[src/rtl/spi_flash_pkg.sv]
// spi_flash_pkg
// Shared definitions for the SPI NOR-flash target emulator.
//   - Opcode constants for the supported commands.
//   - FSM state encoding.
//   - op_supported(): tells the command decoder whether an opcode has a handler
//     in this build.
// Build option: SPI_TARGET_FAST_READ_EN adds FAST_READ (0x0B) to the
// supported set.
package spi_flash_pkg;

    localparam logic [7:0] OP_READ      = 8'h03;
    localparam logic [7:0] OP_FAST_READ = 8'h0B;
    localparam logic [7:0] OP_RDID      = 8'h9F;

    typedef enum logic [2:0] {
        IDLE,
        CMD,
        ADDR,
        DUMMY,
        DATA,
        ID,
        IGNORE
    } state_t;

    function automatic logic op_supported(input logic [7:0] op);
`ifdef SPI_TARGET_FAST_READ_EN
        return (op == OP_READ) || (op == OP_RDID) || (op == OP_FAST_READ);
`else
        return (op == OP_READ) || (op == OP_RDID);
`endif
    endfunction

endpackage

[src/rtl/spi_flash_target_if.sv]
// spi_flash_target_if
// Bundles the SPI pins and the byte-wide memory read port of the flash target.
//   sclk, cs_n, mosi : SPI host -> target (asynchronous to clk)
//   miso, miso_oe    : target -> SPI host
//   mem_rd, mem_addr : target -> memory, one-cycle read strobe plus byte address
//   mem_rdata        : memory -> target, valid one clk after mem_rd
// Modports:
//   slave  : the flash target itself
//   master : the environment around it (SPI host plus backing memory)
interface spi_flash_target_if #(
    parameter int ADDR_W = 24
);
    logic              sclk;
    logic              cs_n;
    logic              mosi;
    logic              miso;
    logic              miso_oe;
    logic              mem_rd;
    logic [ADDR_W-1:0] mem_addr;
    logic [7:0]        mem_rdata;

    modport slave (
        input  sclk, cs_n, mosi, mem_rdata,
        output miso, miso_oe, mem_rd, mem_addr
    );

    modport master (
        output sclk, cs_n, mosi, mem_rdata,
        input  miso, miso_oe, mem_rd, mem_addr
    );
endinterface

[src/rtl/spi_in_sync.sv]
// spi_in_sync
// Brings the asynchronous SPI pins into the clk domain and derives edge events.
// Ports:
//   clk, n_rst          : system clock, synchronous active-low reset
//   sclk, cs_n, mosi    : raw asynchronous SPI inputs
//   sclk_rise/sclk_fall : one-cycle pulses for sclk edges
//   cs_fall/cs_rise     : one-cycle pulses for chip-select edges
//   cs_n_lvl, mosi_lvl  : synchronized levels, aligned with the edge pulses
// Parameter SYNC_STAGES (>= 2) sets the synchronizer depth.
module spi_in_sync #(
    parameter int SYNC_STAGES = 2
) (
    input  logic clk,
    input  logic n_rst,
    input  logic sclk,
    input  logic cs_n,
    input  logic mosi,
    output logic sclk_rise,
    output logic sclk_fall,
    output logic cs_fall,
    output logic cs_rise,
    output logic cs_n_lvl,
    output logic mosi_lvl
);

    logic [SYNC_STAGES-1:0] sclk_ff;
    logic [SYNC_STAGES-1:0] cs_ff;
    logic [SYNC_STAGES-1:0] mosi_ff;
    logic                   sclk_lvl;

    // The *_lvl registers trail the synchronizer output by one clk, and the
    // edge pulses are registered from the same comparison, so a pulse and the
    // new level appear in the same cycle. mosi is delayed identically so the
    // bit seen with sclk_rise is the one present when sclk went high.
    always_ff @(posedge clk) begin
        if (!n_rst) begin
            sclk_ff   <= '0;
            cs_ff     <= '1;
            mosi_ff   <= '0;
            sclk_lvl  <= 1'b0;
            cs_n_lvl  <= 1'b1;
            mosi_lvl  <= 1'b0;
            sclk_rise <= 1'b0;
            sclk_fall <= 1'b0;
            cs_fall   <= 1'b0;
            cs_rise   <= 1'b0;
        end else begin
            sclk_ff   <= {sclk_ff[SYNC_STAGES-2:0], sclk};
            cs_ff     <= {cs_ff[SYNC_STAGES-2:0], cs_n};
            mosi_ff   <= {mosi_ff[SYNC_STAGES-2:0], mosi};
            sclk_lvl  <= sclk_ff[SYNC_STAGES-1];
            cs_n_lvl  <= cs_ff[SYNC_STAGES-1];
            mosi_lvl  <= mosi_ff[SYNC_STAGES-1];
            sclk_rise <=  sclk_ff[SYNC_STAGES-1] & ~sclk_lvl;
            sclk_fall <= ~sclk_ff[SYNC_STAGES-1] &  sclk_lvl;
            cs_fall   <= ~cs_ff[SYNC_STAGES-1]   &  cs_n_lvl;
            cs_rise   <=  cs_ff[SYNC_STAGES-1]   & ~cs_n_lvl;
        end
    end

endmodule

[src/rtl/spi_flash_target.sv]
// spi_flash_target
// SPI mode-0 target that answers like a serial NOR flash, serving reads out of
// an FPGA-side byte memory. Everything runs on clk; the SPI pins are
// oversampled through spi_in_sync.
// Ports:
//   clk     : system clock
//   n_rst   : synchronous active-low reset
//   bus     : spi_flash_target_if.slave (SPI pins + memory read port)
//   busy    : high while cs_n is sampled low
//   cmd_err : one-cycle pulse when an unsupported opcode completes
// Commands: READ 0x03, RDID 0x9F; FAST_READ 0x0B (with one dummy byte) only
// when SPI_TARGET_FAST_READ_EN is defined.
module spi_flash_target
    import spi_flash_pkg::*;
#(
    parameter int          ADDR_W      = 24,
    parameter logic [23:0] JEDEC_ID    = 24'hEF4018,
    parameter int          SYNC_STAGES = 2
) (
    input  logic                clk,
    input  logic                n_rst,
    spi_flash_target_if.slave   bus,
    output logic                busy,
    output logic                cmd_err
);

    logic sclk_rise, sclk_fall, cs_fall, cs_rise, cs_n_lvl, mosi_lvl;

    spi_in_sync #(
        .SYNC_STAGES(SYNC_STAGES)
    ) u_sync (
        .clk      (clk),
        .n_rst    (n_rst),
        .sclk     (bus.sclk),
        .cs_n     (bus.cs_n),
        .mosi     (bus.mosi),
        .sclk_rise(sclk_rise),
        .sclk_fall(sclk_fall),
        .cs_fall  (cs_fall),
        .cs_rise  (cs_rise),
        .cs_n_lvl (cs_n_lvl),
        .mosi_lvl (mosi_lvl)
    );

    state_t            state, state_nxt;
    logic [4:0]        bit_cnt;
    logic [22:0]       in_sr;
    logic [23:0]       out_sr;
    logic              rd_pending;
    logic              oe_r;
    logic              miso_r;
    logic              mem_rd_r;
    logic [ADDR_W-1:0] mem_addr_r;
    logic              deselect;
    logic [7:0]        opcode_now;
    logic [23:0]       addr_now;
    logic              cmd_done, addr_done, byte_done;
`ifdef SPI_TARGET_FAST_READ_EN
    logic              fast_r;
    logic              dummy_done;
`endif

    // Deselect dominates every other event, including an sclk edge in the
    // same cycle.
    assign deselect   = cs_n_lvl | cs_rise;
    // Opcode/address as they stand once the current rising-edge bit is added.
    assign opcode_now = {in_sr[6:0], mosi_lvl};
    assign addr_now   = {in_sr, mosi_lvl};
    assign cmd_done   = (state == CMD)  && sclk_rise && (bit_cnt == 5'd7);
    assign addr_done  = (state == ADDR) && sclk_rise && (bit_cnt == 5'd23);
    assign byte_done  = (state == DATA) && sclk_rise && (bit_cnt == 5'd7);
`ifdef SPI_TARGET_FAST_READ_EN
    assign dummy_done = (state == DUMMY) && sclk_rise && (bit_cnt == 5'd7);
`endif

    // State register.
    always_ff @(posedge clk) begin
        if (!n_rst) begin
            state <= IDLE;
        end else begin
            state <= state_nxt;
        end
    end

    // Next-state logic.
    always_comb begin
        state_nxt = state;
        if (deselect) begin
            state_nxt = IDLE;
        end else begin
            case (state)
                IDLE: if (cs_fall) state_nxt = CMD;
                CMD: begin
                    if (cmd_done) begin
                        if (opcode_now == OP_READ) begin
                            state_nxt = ADDR;
                        end else if (opcode_now == OP_RDID) begin
                            state_nxt = ID;
`ifdef SPI_TARGET_FAST_READ_EN
                        end else if (opcode_now == OP_FAST_READ) begin
                            state_nxt = ADDR;
`endif
                        end else begin
                            state_nxt = IGNORE;
                        end
                    end
                end
                ADDR: begin
                    if (addr_done) begin
`ifdef SPI_TARGET_FAST_READ_EN
                        state_nxt = fast_r ? DUMMY : DATA;
`else
                        state_nxt = DATA;
`endif
                    end
                end
`ifdef SPI_TARGET_FAST_READ_EN
                DUMMY: if (dummy_done) state_nxt = DATA;
`endif
                DATA, ID, IGNORE: state_nxt = state;
                default: state_nxt = IDLE;
            endcase
        end
    end

    // Outputs. miso_oe falls in the very cycle the deselect is seen.
    always_comb begin
        busy    = ~cs_n_lvl;
        bus.miso_oe = oe_r & ~deselect & ((state == DATA) || (state == ID));
    end

    assign bus.miso     = miso_r;
    assign bus.mem_rd   = mem_rd_r;
    assign bus.mem_addr = mem_addr_r;

    // Datapath. out_sr is the single transmit register for both DATA and ID:
    // a fetched byte lands in its top 8 bits and ones shift in from below, so
    // RDID naturally returns 0xFF after the 24 ID bits.
    always_ff @(posedge clk) begin
        if (!n_rst) begin
            bit_cnt    <= '0;
            in_sr      <= '0;
            out_sr     <= '1;
            rd_pending <= 1'b0;
            oe_r       <= 1'b0;
            miso_r     <= 1'b1;
            mem_rd_r   <= 1'b0;
            mem_addr_r <= '0;
            cmd_err    <= 1'b0;
`ifdef SPI_TARGET_FAST_READ_EN
            fast_r     <= 1'b0;
`endif
        end else begin
            mem_rd_r   <= 1'b0;
            cmd_err    <= 1'b0;
            rd_pending <= mem_rd_r;
            if (deselect) begin
                // A fetch still in flight is dropped here; its data never loads.
                bit_cnt    <= '0;
                in_sr      <= '0;
                out_sr     <= '1;
                rd_pending <= 1'b0;
                oe_r       <= 1'b0;
                miso_r     <= 1'b1;
            end else begin
                if (rd_pending) begin
                    out_sr <= {bus.mem_rdata, 16'hFFFF};
                end
                case (state)
                    IDLE: begin
                        bit_cnt <= '0;
                        in_sr   <= '0;
                        oe_r    <= 1'b0;
                        miso_r  <= 1'b1;
                    end
                    CMD: begin
                        if (sclk_rise) begin
                            in_sr   <= {in_sr[21:0], mosi_lvl};
                            bit_cnt <= bit_cnt + 5'd1;
                            if (cmd_done) begin
                                bit_cnt <= '0;
                                cmd_err <= ~op_supported(opcode_now);
                                if (opcode_now == OP_RDID) begin
                                    out_sr <= JEDEC_ID;
                                end
`ifdef SPI_TARGET_FAST_READ_EN
                                fast_r <= (opcode_now == OP_FAST_READ);
`endif
                            end
                        end
                    end
                    ADDR: begin
                        if (sclk_rise) begin
                            in_sr   <= {in_sr[21:0], mosi_lvl};
                            bit_cnt <= bit_cnt + 5'd1;
                            if (addr_done) begin
                                bit_cnt    <= '0;
                                mem_rd_r   <= 1'b1;
                                mem_addr_r <= addr_now[ADDR_W-1:0];
                            end
                        end
                    end
`ifdef SPI_TARGET_FAST_READ_EN
                    DUMMY: begin
                        if (sclk_rise) begin
                            bit_cnt <= dummy_done ? 5'd0 : bit_cnt + 5'd1;
                        end
                    end
`endif
                    DATA: begin
                        // Each byte boundary requests the next byte; it is in
                        // out_sr two clks later, well before the next fall.
                        if (sclk_rise) begin
                            bit_cnt <= byte_done ? 5'd0 : bit_cnt + 5'd1;
                            if (byte_done) begin
                                mem_rd_r   <= 1'b1;
                                mem_addr_r <= mem_addr_r + ADDR_W'(1);
                            end
                        end
                        if (sclk_fall) begin
                            miso_r <= out_sr[23];
                            out_sr <= {out_sr[22:0], 1'b1};
                            oe_r   <= 1'b1;
                        end
                    end
                    ID: begin
                        if (sclk_fall) begin
                            miso_r <= out_sr[23];
                            out_sr <= {out_sr[22:0], 1'b1};
                            oe_r   <= 1'b1;
                        end
                    end
                    default: begin
                        oe_r <= 1'b0;
                    end
                endcase
            end
        end
    end

endmodule

[src/flat_wrapper.sv]
// flat-port wrapper written by rule: the top's interface ports become plain ports
module spi_flash_target_flat import spi_flash_pkg::*;
#(
    parameter int          ADDR_W      = 24,
    parameter logic [23:0] JEDEC_ID    = 24'hEF4018,
    parameter int          SYNC_STAGES = 2
)
  (clk, n_rst, busy, cmd_err, bus_sclk, bus_cs_n, bus_mosi, bus_mem_rdata, bus_miso, bus_miso_oe, bus_mem_rd, bus_mem_addr);
  spi_flash_target_if #(.ADDR_W(ADDR_W)) bus_i ();
  input  logic clk;
  input  logic n_rst;
  output logic busy;
  output logic cmd_err;
  input wire logic [$bits(bus_i.sclk)-1:0] bus_sclk;
  input wire logic [$bits(bus_i.cs_n)-1:0] bus_cs_n;
  input wire logic [$bits(bus_i.mosi)-1:0] bus_mosi;
  input wire logic [$bits(bus_i.mem_rdata)-1:0] bus_mem_rdata;
  output wire logic [$bits(bus_i.miso)-1:0] bus_miso;
  output wire logic [$bits(bus_i.miso_oe)-1:0] bus_miso_oe;
  output wire logic [$bits(bus_i.mem_rd)-1:0] bus_mem_rd;
  output wire logic [$bits(bus_i.mem_addr)-1:0] bus_mem_addr;
  assign bus_i.sclk = bus_sclk;
  assign bus_i.cs_n = bus_cs_n;
  assign bus_i.mosi = bus_mosi;
  assign bus_i.mem_rdata = bus_mem_rdata;
  assign bus_miso = bus_i.miso;
  assign bus_miso_oe = bus_i.miso_oe;
  assign bus_mem_rd = bus_i.mem_rd;
  assign bus_mem_addr = bus_i.mem_addr;
  spi_flash_target #(.ADDR_W(ADDR_W), .JEDEC_ID(JEDEC_ID), .SYNC_STAGES(SYNC_STAGES)) u_core (.clk(clk), .n_rst(n_rst), .bus(bus_i), .busy(busy), .cmd_err(cmd_err));
endmodule
[config.mk]
export PLATFORM = sky130hd
export DESIGN_NAME = spi_flash_target_flat
export DESIGN_NICKNAME = d
export VERILOG_FILES = /design/src/rtl/spi_flash_pkg.sv /design/src/rtl/spi_flash_target_if.sv /design/src/rtl/spi_in_sync.sv /design/src/rtl/spi_flash_target.sv /design/src/flat_wrapper.sv
export SDC_FILE = /design/constraint.sdc
export NUM_CORES = 1
export LEC_CHECK = 0
export CAP_MARGIN = 5
export CORE_MARGIN = 4
export CORE_UTILIZATION = 58
export CTS_BUF_LIST = sky130_fd_sc_hd__clkbuf_8
export DETAILED_ROUTE_END_ITERATION = 8
export MAX_ROUTING_LAYER = met4
export PLACE_DENSITY = 0.79
export SETUP_SLACK_MARGIN = 0.15
export SLEW_MARGIN = 30
export SYNTH_ARGS = -nofsm -noshare
export SYNTH_HDL_FRONTEND = slang
export SYNTH_SLANG_ARGS = --single-unit
[constraint.sdc]
create_clock -name clk -period 2.7 [get_ports clk]
set_input_delay 0.54 -clock clk [delete_from_list [all_inputs] [get_ports clk]]
set_output_delay 0.54 -clock clk [all_outputs]
set_load 0.005 [all_outputs]
==> impl_metrics.json, run 1 <==
{
  "cp-endpoint": "u_core.out_sr[20]",
  "dieHeight_um": 95.57,
  "ys_warn_count": 0,
  "fp.coreArea_sq_mm": 0.007370,
  "cap_violations": 0,
  "nets": 601,
  "portBuffers": 41,
  "reg2reg_to": "u_core.out_sr[20]",
  "io_pins": 42,
  "grt_pass1_wl_um": 18100,
  "syn-num-nets": 574,
  "crit_start": "u_core.bit_cnt[0]",
  "cts_setup_buffers": 0,
  "syn_inst": 559,
  "end_kind": "register",
  "grt.total_usage_pct": 25.78,
  "first_iter_violations": 462,
  "vias": 4253,
  "crit_arrival_ps": 2570,
  "layout_common_cells": "97 x dfxtp_1, 75 x nand2_1, 65 x a21oi_1",
  "die-area_sq_mm": 0.009134,
  "syn_area_sq_mm": 0.004448,
  "drt-met1-wl_um": 5151,
  "avgRoutedWirePerCell_um": 16.20,
  "power_frac_seq_pct": 59.4,
  "seq_area_frac_synth_pct": 43.66,
  "powerDensity_mw_per_mm2": 469.6,
  "firstDrtPassIters": 5,
  "cts_tree": "built",
  "max_clock_freq_mhz": 430.8,
  "overflow": 0,
  "fin_ws_ps": 378.9,
  "synthToLayoutAreaGrowth_pct": 15.92,
  "start_kind": "register",
  "cts_hold_repair.buffers": 0,
  "total_leakage_power_uw": 0.001628,
  "ys_types": 61,
  "criticalPathCategory": "reg2reg",
  "fin_crit_ps": 2321,
  "swShare_pct": 21.99,
  "synth_area_per_cell_sq_um": 7.957,
  "final_layout_size_suffix_gt1_share_pct": 7.797,
  "gp_congestion": 0.9293,
  "rows": 31,
  "r2r_start": "u_core.bit_cnt[0]",
  "die_w_um": 95.57,
  "fin_crit_sh_pct": 85.97,
  "cts_resized": 0,
  "wl_met2_um": 4926,
  "min_from": "u_core.u_sync.cs_ff[0]",
  "synth_seq_cells": 97,
  "wl_met3_um": 954,
  "final_core_util_pct": 69.97,
  "slew_violations": 0,
  "pre_cts_ws_ps": 374.6,
  "top_layer": "met4",
  "dp_hpwl_um": 7581,
  "skew_ps": 8.057,
  "drtAntennaViolNets": 0,
  "routed_via_density": 6.173,
  "ff2ff_setup_slack_ps": 380,
  "clockPowerShare_pct": 38.5,
  "final-hold-violation-count": 0,
  "drc_errors": 0,
  "p_switching_uw": 532.5,
  "hold_path_class": "reg2reg",
  "setup_violations": 0,
  "synthFlopType": "dfxtp_1",
  "p_int_uw": 1889,
  "fillers": 599,
  "n_antenna_cell": 0,
  "combPwrFrac_pct": 2.1,
  "cp.required_ps": 2950,
  "max_slew_margin_pct": 49.54,
  "clkTransAtPathRegs_ps": 90,
  "status": "complete, no violations",
  "r2r_cells": 5,
  "grt_max_degree": 37,
  "synth_edf_count": 0,
  "worstPathMaxFanout": 14,
  "cts-root-buf": "clkbuf_8",
  "fin_tns_setup_ps": 0,
  "antenna_found_initial": 0,
  "ir_drop_uv": 401.9,
  "rsz0062_at_grt": "no",
  "numCtsBuffers": 9,
  "worstMarginPinSlew_ps": 757.0,
  "clkSinkCount": 97,
  "routed_wirelength_um": 11160,
  "cts_htree_levels": 3,
  "clk_latency_ps": 360,
  "final_common_cell": "dfxtp_1",
  "start_util_pct": 60.36,
  "ctsLongestPathBuffers": 2,
  "placed_area_sq_mm": 0.004965,
  "finalInstanceArea_sq_mm": 0.005156,
  "async_reset_ff_share_pct": 0,
  "grt_pass1_vias": 3697
}
==> worst max-delay path: stages, from the launching register on <==
cell and delay [ps]:
dfxtp_1 380, ha_1 250, nand4b_1 260, nor4_1 540, nand2_1 370, a221o_1 410
==> layout make-up <==
class	count	area [sq um]	area share [%]
inverter	5	18.77	0.3640
multi-input combinational	414	2335	45.28
clock buffer	9	123.9	2.402
timing repair buffer	59	545.5	10.58
clock inverter	6	67.56	1.310
tap	99	123.9	2.402
sequential	97	1942	37.66
==> cell families (layout without fill, tap and decap cells) <==
family | count (synthesis) | after routing | synth area share, %
compound gates | 174 | 174 | 24.02
flops | 97 | 97 | 43.66
xor+xnor | 2 | 2 | 0.3939
fa+ha+maj | 2 | 2 | 0.5625
buf+inv | 48 | 79 | 4.248
mux | 12 | 12 | 2.729
simple gates | 224 | 224 | 24.39
==> Yosys cell counts, drive strengths merged, types with 2 or more instances <==
| cell type | n | area share (%) |
|---|---|---|
| dfxtp | 97 | 44 |
| nand2 | 75 | 6.3 |
| a21oi | 65 | 7.3 |
| o21ai | 52 | 5.9 |
| nand3 | 44 | 5.0 |
| nor2 | 42 | 3.5 |
| clkbuf | 36 | 3.0 |
| mux2i | 11 | 2.5 |
| a211oi | 9 | 1.5 |
| a31oi | 9 | 1.3 |
| nand4 | 9 | 1.3 |
| nor3 | 9 | 1.0 |
| and2 | 8 | 1.1 |
| buf | 7 | 0.79 |
| nand2b | 7 | 0.98 |
| inv | 5 | 0.42 |
| nor4 | 5 | 0.84 |
| a2111oi | 4 | 1.4 |
| and3 | 4 | 0.56 |
| nand3b | 3 | 0.51 |
| nor3b | 3 | 0.51 |
| o211ai | 3 | 0.51 |
| o221a | 3 | 0.76 |
| o31ai | 3 | 0.51 |
| a22oi | 2 | 0.34 |
| a2bb2oi | 2 | 0.39 |
| a311oi | 2 | 0.39 |
| a31o | 2 | 0.39 |
| a41oi | 2 | 0.39 |
| and4 | 2 | 0.39 |
| ha | 2 | 0.56 |
| nand4b | 2 | 0.39 |
| nor2b | 2 | 0.28 |
| o21a | 2 | 0.34 |
| o22ai | 2 | 0.28 |
| or3 | 2 | 0.28 |
| or3b | 2 | 0.45 |
| xnor2 | 2 | 0.39 |
==> worst min path at each step <==
stage               cells past startpoint                       to
floorplan                               1  u_core.u_sync.sclk_rise
CTS                                     1  u_core.u_sync.sclk_rise
global route                            1   u_core.u_sync.cs_ff[1]
global placement                        1   u_core.u_sync.cs_ff[1]
finish                                  1   u_core.u_sync.cs_ff[1]
detailed placement                      1  u_core.u_sync.sclk_rise
==> metrics by stage <==
step,instances,hold slack (ps),total power [uW]
6_report,689,416.2,2421
5_1_grt,689,427.0,2498
4_1_cts,689,419.0,2436
3_5_place_dp,674,403.9,1523
3_3_place_gp,674,399.1,1521
2_1_floorplan,559,383.5,1496
==> power by group through the flow <==
stage	clock (uW)	combinational [uW]	sequential [uW]
after floorplan	0	24.6	1470
after global placement	0	48.8	1470
after detailed placement	0	50.0	1470
after CTS	947	50.6	1440
after global routing	1000	54.4	1440
final	931	50.7	1440
==> state kept, by name (all words and copies together) (netlist names), 2 cells and up <==
| register | count |
|---|---|
| u_core.u_sync.cs_ff | 2 |
| u_core.u_sync.mosi_ff | 2 |
| u_core.in_sr | 23 |
| u_core.out_sr | 24 |
| u_core.bus.mem_addr | 24 |
| u_core.state | 3 |
| u_core.u_sync.sclk_ff | 2 |
| u_core.bit_cnt | 5 |
==> per-layer routing <==
metal / vias to the layer above / global-route usage [%]
li1: 2069 / -
met1: 2005 / 36.31
met2: 166 / 37.46
met3: 13 / 5.998
met4: 0 / 6.280
met5: - / -
Power figures use the tool's default switching activity.
==> run 2, diff against run 1 <==
Clock period 2.7 ns to 2.5 ns, I/O delays scaled along.
==> impl_metrics.json, run 2 (synthesis gave the netlist of run 1 again) <==
{
  "routed_wirelength_um": 11170,
  "max_clock_freq_mhz": 443.1,
  "hold_path_class": "reg2reg",
  "swShare_pct": 24.20,
  "portBuffers": 41,
  "max_slew_margin_pct": 49.38,
  "skew_ps": 11.59,
  "clkTransAtPathRegs_ps": 100,
  "combPwrFrac_pct": 2.1,
  "grt_pass1_wl_um": 17880,
  "p_switching_uw": 635.5,
  "p_int_uw": 1990,
  "path_buf_inv": 2,
  "pre_cts_ws_ps": 292.4,
  "cp.required_ps": 2000,
  "total_leakage_power_uw": 0.001626,
  "cts_setup_buffers": 0,
  "end_kind": "output port",
  "slowest_delay_ps": 500,
  "gp_congestion": 0.9369,
  "ctsLongestPathBuffers": 2,
  "layout_common_cells": "96 x dfxtp_1, 75 x nand2_1, 65 x a21oi_1",
  "cap_violations": 0,
  "die_w_um": 95.57,
  "place_inst": 673,
  "final-hold-violation-count": 0,
  "cts_tree": "built",
  "fin_crit_ps": 2257,
  "die-area_sq_mm": 0.009134,
  "start_util_pct": 60.36,
  "power_frac_seq_pct": 59.2,
  "setup_violations": 0,
  "cts-root-buf": "clkbuf_8",
  "start_kind": "register",
  "rows": 31,
  "rsz0062_at_grt": "yes",
  "first_iter_violations": 382,
  "cts_resized": 0,
  "placed_area_sq_mm": 0.004957,
  "path_delay_family": "buffers and inverters",
  "grt_max_degree": 47,
  "numCtsBuffers": 9,
  "worstMarginPinSlew_ps": 759.2,
  "powerDensity_mw_per_mm2": 508.3,
  "grt.total_usage_pct": 25.62,
  "slew_violations": 0,
  "cp_slowest_cell": "clkdlybuf4s50_1",
  "synthToLayoutAreaGrowth_pct": 16.15,
  "worstPathMaxFanout": 15,
  "fp.coreArea_sq_mm": 0.007370,
  "nets": 600,
  "fin_crit_sh_pct": 90.27,
  "grt_pass1_vias": 3652,
  "io_pins": 42,
  "clockPowerShare_pct": 38.7,
  "fin_tns_setup_ps": 0,
  "overflow": 0,
  "cts_hold_repair.buffers": 0,
  "criticalPathCategory": "reg2out",
  "routed_via_density": 6.161,
  "avgRoutedWirePerCell_um": 16.21,
  "drc_errors": 0,
  "clkSinkCount": 97,
  "path_cells": "buf_4 > nor2b_2 > and3_1 > clkdlybuf4s50_1",
  "drtAntennaViolNets": 0,
  "fin_ws_ps": 243.4,
  "dieHeight_um": 95.57,
  "finalInstanceArea_sq_mm": 0.005166,
  "final_layout_size_suffix_gt1_share_pct": 8.644,
  "cts_htree_levels": 3,
  "dp_hpwl_um": 7618,
  "stdcell_count": 689,
  "antenna_found_initial": 0,
  "firstDrtPassIters": 5,
  "clk_latency_ps": 360,
  "n_antenna_cell": 0,
  "ir_drop_uv": 355.4,
  "final_common_cell": "dfxtp_1",
  "vias": 4245,
  "crit_arrival_ps": 1760,
  "status": "complete, no violations"
}
run 2: area by class of cell:
type / instances / area (sq um)
sequential: 97 / 1943
tap: 99 / 123.9
timing repair buffer: 58 / 541.8
inverter: 5 / 18.77
clock buffer: 10 / 137.6
clock inverter: 6 / 56.30
multi-input combinational: 414 / 2345
fill: 605 / 2203
run 2: power groups by stage:
stage	sequential, uW	clock (uW)	combinational, uW
2_1_floorplan	1590	0	26.6
3_3_place_gp	1590	0	52.5
3_5_place_dp	1590	0	53.5
4_1_cts	1550	1030	54.1
5_1_grt	1560	1100	58.7
6_report	1550	1020	54.3
run 2: per-stage QoR:
step / util, % / total power [uW] / hold slack, ps
final: 70.10 / 2626 / 433.7
after global routing: 70.10 / 2717 / 446.0
after CTS: 69.90 / 2640 / 439.7
after detailed placement: 67.27 / 1644 / 415.6
after global placement: 67.27 / 1643 / 411.2
after floorplan: - / 1616 / 383.5
run 2: per-layer routing:
metal | track usage [%] | wire [um]
met2 | 35.90 | 4831
met1 | 37.78 | 5329
met5 | - | 0
met4 | 8.057 | 140
met3 | 3.867 | 869
run 2: worst paths after layout:
| path | start | to | slack, ps | cells past startpoint |
|---|---|---|---|---|
| max | u_core.state[2] | bus_miso_oe | 240 | 4 |
| min | u_core.u_sync.cs_ff[0] | u_core.u_sync.cs_ff[1] | 430 | 1 |
| max reg2reg | u_core.bit_cnt[0] | u_core.bus.mem_addr[14] | 260 | 7 |
| min reg2reg | u_core.u_sync.cs_ff[0] | u_core.u_sync.cs_ff[1] | 430 | 1 |
==> run 3, diff against run 2 <==
Settings changed: CORE_UTILIZATION 58 to 59, PLACE_DENSITY 0.79 to 0.8.
==> impl_metrics.json, run 3 (synthesis gave the netlist of run 1 again) <==
{
  "avgRoutedWirePerCell_um": 16.12,
  "cts-root-buf": "clkbuf_8",
  "worstPathMaxFanout": 14,
  "ff2ff_setup_slack_ps": 250,
  "nets": 602,
  "crit_arrival_ps": 1760,
  "worstMarginPinSlew_ps": 788.9,
  "io_pins": 42,
  "drt-met1-wl_um": 5130,
  "placed_area_sq_mm": 0.004957,
  "grt_pass1_wl_um": 18130,
  "place_inst": 673,
  "cts_tree": "built",
  "fin_crit_ps": 2260,
  "hold_path_class": "reg2reg",
  "n_antenna_cell": 0,
  "stdcell_count": 691,
  "fp.coreArea_sq_mm": 0.007292,
  "holdPathStages": 1,
  "swShare_pct": 23.82,
  "r2r_start": "u_core.state[1]",
  "firstDrtPassIters": 5,
  "numCtsBuffers": 9,
  "p_int_uw": 1985,
  "layout_common_cells": "96 x dfxtp_1, 75 x nand2_1, 65 x a21oi_1",
  "top_layer": "met4",
  "clkTransAtPathRegs_ps": 90,
  "clkSinkCount": 97,
  "cap_violations": 0,
  "drc_errors": 0,
  "portBuffers": 41,
  "rows": 31,
  "synthToLayoutAreaGrowth_pct": 16.37,
  "grt_pass1_vias": 3625,
  "cts_htree_levels": 3,
  "setup_violations": 0,
  "total_leakage_power_uw": 0.001631,
  "clockPowerShare_pct": 38.3,
  "max_slew_margin_pct": 47.40,
  "final_layout_size_suffix_gt1_share_pct": 8.784,
  "finalInstanceArea_sq_mm": 0.005176,
  "die-area_sq_mm": 0.008992,
  "reg2reg_to": "u_core.bus.mem_addr[23]",
  "wl_met3_um": 1004,
  "dp_hpwl_um": 7674,
  "criticalPathCategory": "reg2out",
  "powerDensity_mw_per_mm2": 503.4,
  "combPwrFrac_pct": 2.1,
  "routed_via_density": 6.172,
  "ir_drop_uv": 468.7,
  "regArea_sq_mm": 0.001946,
  "final-hold-violation-count": 0,
  "clk_latency_ps": 380,
  "drtAntennaViolNets": 0,
  "dieHeight_um": 94.83,
  "r2r_cells": 6,
  "final_common_cell": "dfxtp_1",
  "max_clock_freq_mhz": 442.6,
  "gp_congestion": 0.9027,
  "overflow": 0,
  "hold_path_end": "u_core.u_sync.cs_ff[1]",
  "fin_crit_sh_pct": 90.38,
  "skew_ps": 15.10,
  "power_frac_seq_pct": 59.7,
  "fillers": 625,
  "p_switching_uw": 620.6,
  "slew_violations": 0,
  "end_kind": "output port",
  "first_iter_violations": 386,
  "routed_wirelength_um": 11140,
  "start_kind": "register",
  "min_from": "u_core.u_sync.cs_ff[0]",
  "wl_met2_um": 4854,
  "vias": 4265,
  "start_util_pct": 61.00,
  "rsz0062_at_grt": "no",
  "antenna_found_initial": 0,
  "cp.required_ps": 2000,
  "multi_input_area_sq_mm": 0.002344,
  "grt.total_usage_pct": 26.16,
  "status": "complete, no violations",
  "ctsLongestPathBuffers": 2,
  "grt_max_degree": 47,
  "die_w_um": 94.83,
  "fin_tns_setup_ps": 0
}
run 3: cell types whose count changed in the layout (fill, tap and decap cells not counted):
cell / before / now
inv_6: 2 / 3
a2111o_2: 1 / 0
dfxtp_4: 0 / 1
buf_4: 16 / 19
buf_6: 1 / 0
inv_8: 2 / 1
dfxtp_2: 1 / 0
a2111o_1: 0 / 1
run 3: timing repair:
item,in CTS,in global routing
pin swaps,0,1
setup buffers,0,2
setup endpoints to repair,1,12
hold buffers,0,0
resized for setup,1,3
endpoints found under the hold margin,0,0
run 3: power by group through the flow:
stage,clock network (uW),logic [uW],registers [uW]
CTS,1010,54.3,1560
finish,997,54.4,1550
global route,1080,58.7,1560
floorplan,0,26.6,1590
global placement,0,52.7,1590
detailed placement,0,53.8,1590
run 3: cell type report:
cell class | instances | area share [%]
Multi-Input combinational cell | 414 | 45.27
Sequential cell | 97 | 37.59
Timing Repair Buffer | 60 | 10.68
Clock buffer | 10 | 2.659
Tap cell | 99 | 2.393
Clock inverter | 6 | 1.039
Inverter | 5 | 0.3626
run 3: critical path, cell delays in order, from the launching register on:
cell,delay [ps]
dfxtp_1,370
buf_4,210
nor2b_2,150
and3_1,160
clkdlybuf4s50_1,500
run 3: metrics by stage:
step	hold slack, ps	total power [uW]	utilization, %	setup slack [ps]
floorplan	383.5	1616	-	543.3
global placement	408.0	1643	67.98	387.9
detailed placement	412.5	1645	67.98	275.9
CTS	444.3	2619	70.62	182.3
global route	465.3	2693	70.98	159.8
finish	437.7	2606	70.98	240.4
run 3: how the worst max path moves through the flow:
stage                            startpoint                      end  slack (ps)  cells after the start
after floorplan           u_core.bit_cnt[4]  u_core.bus.mem_addr[23]         540                      5
after global placement      u_core.state[2]  u_core.bus.mem_addr[12]         390                      5
after detailed placement  u_core.bit_cnt[0]        u_core.out_sr[20]         280                      5
after CTS                   u_core.state[2]              bus_miso_oe         180                      4
after global routing      u_core.bit_cnt[0]  u_core.bus.mem_addr[21]         160                      7
final                       u_core.state[1]              bus_miso_oe         240                      4
run 3: metal layers:
layer  vias to the layer above  global-route usage [%]
met5                         -                       -
met4                         0                   7.572
met3                        16                   4.542
met2                       179                   36.70
met1                      1991                   38.40
li1                       2079                       -
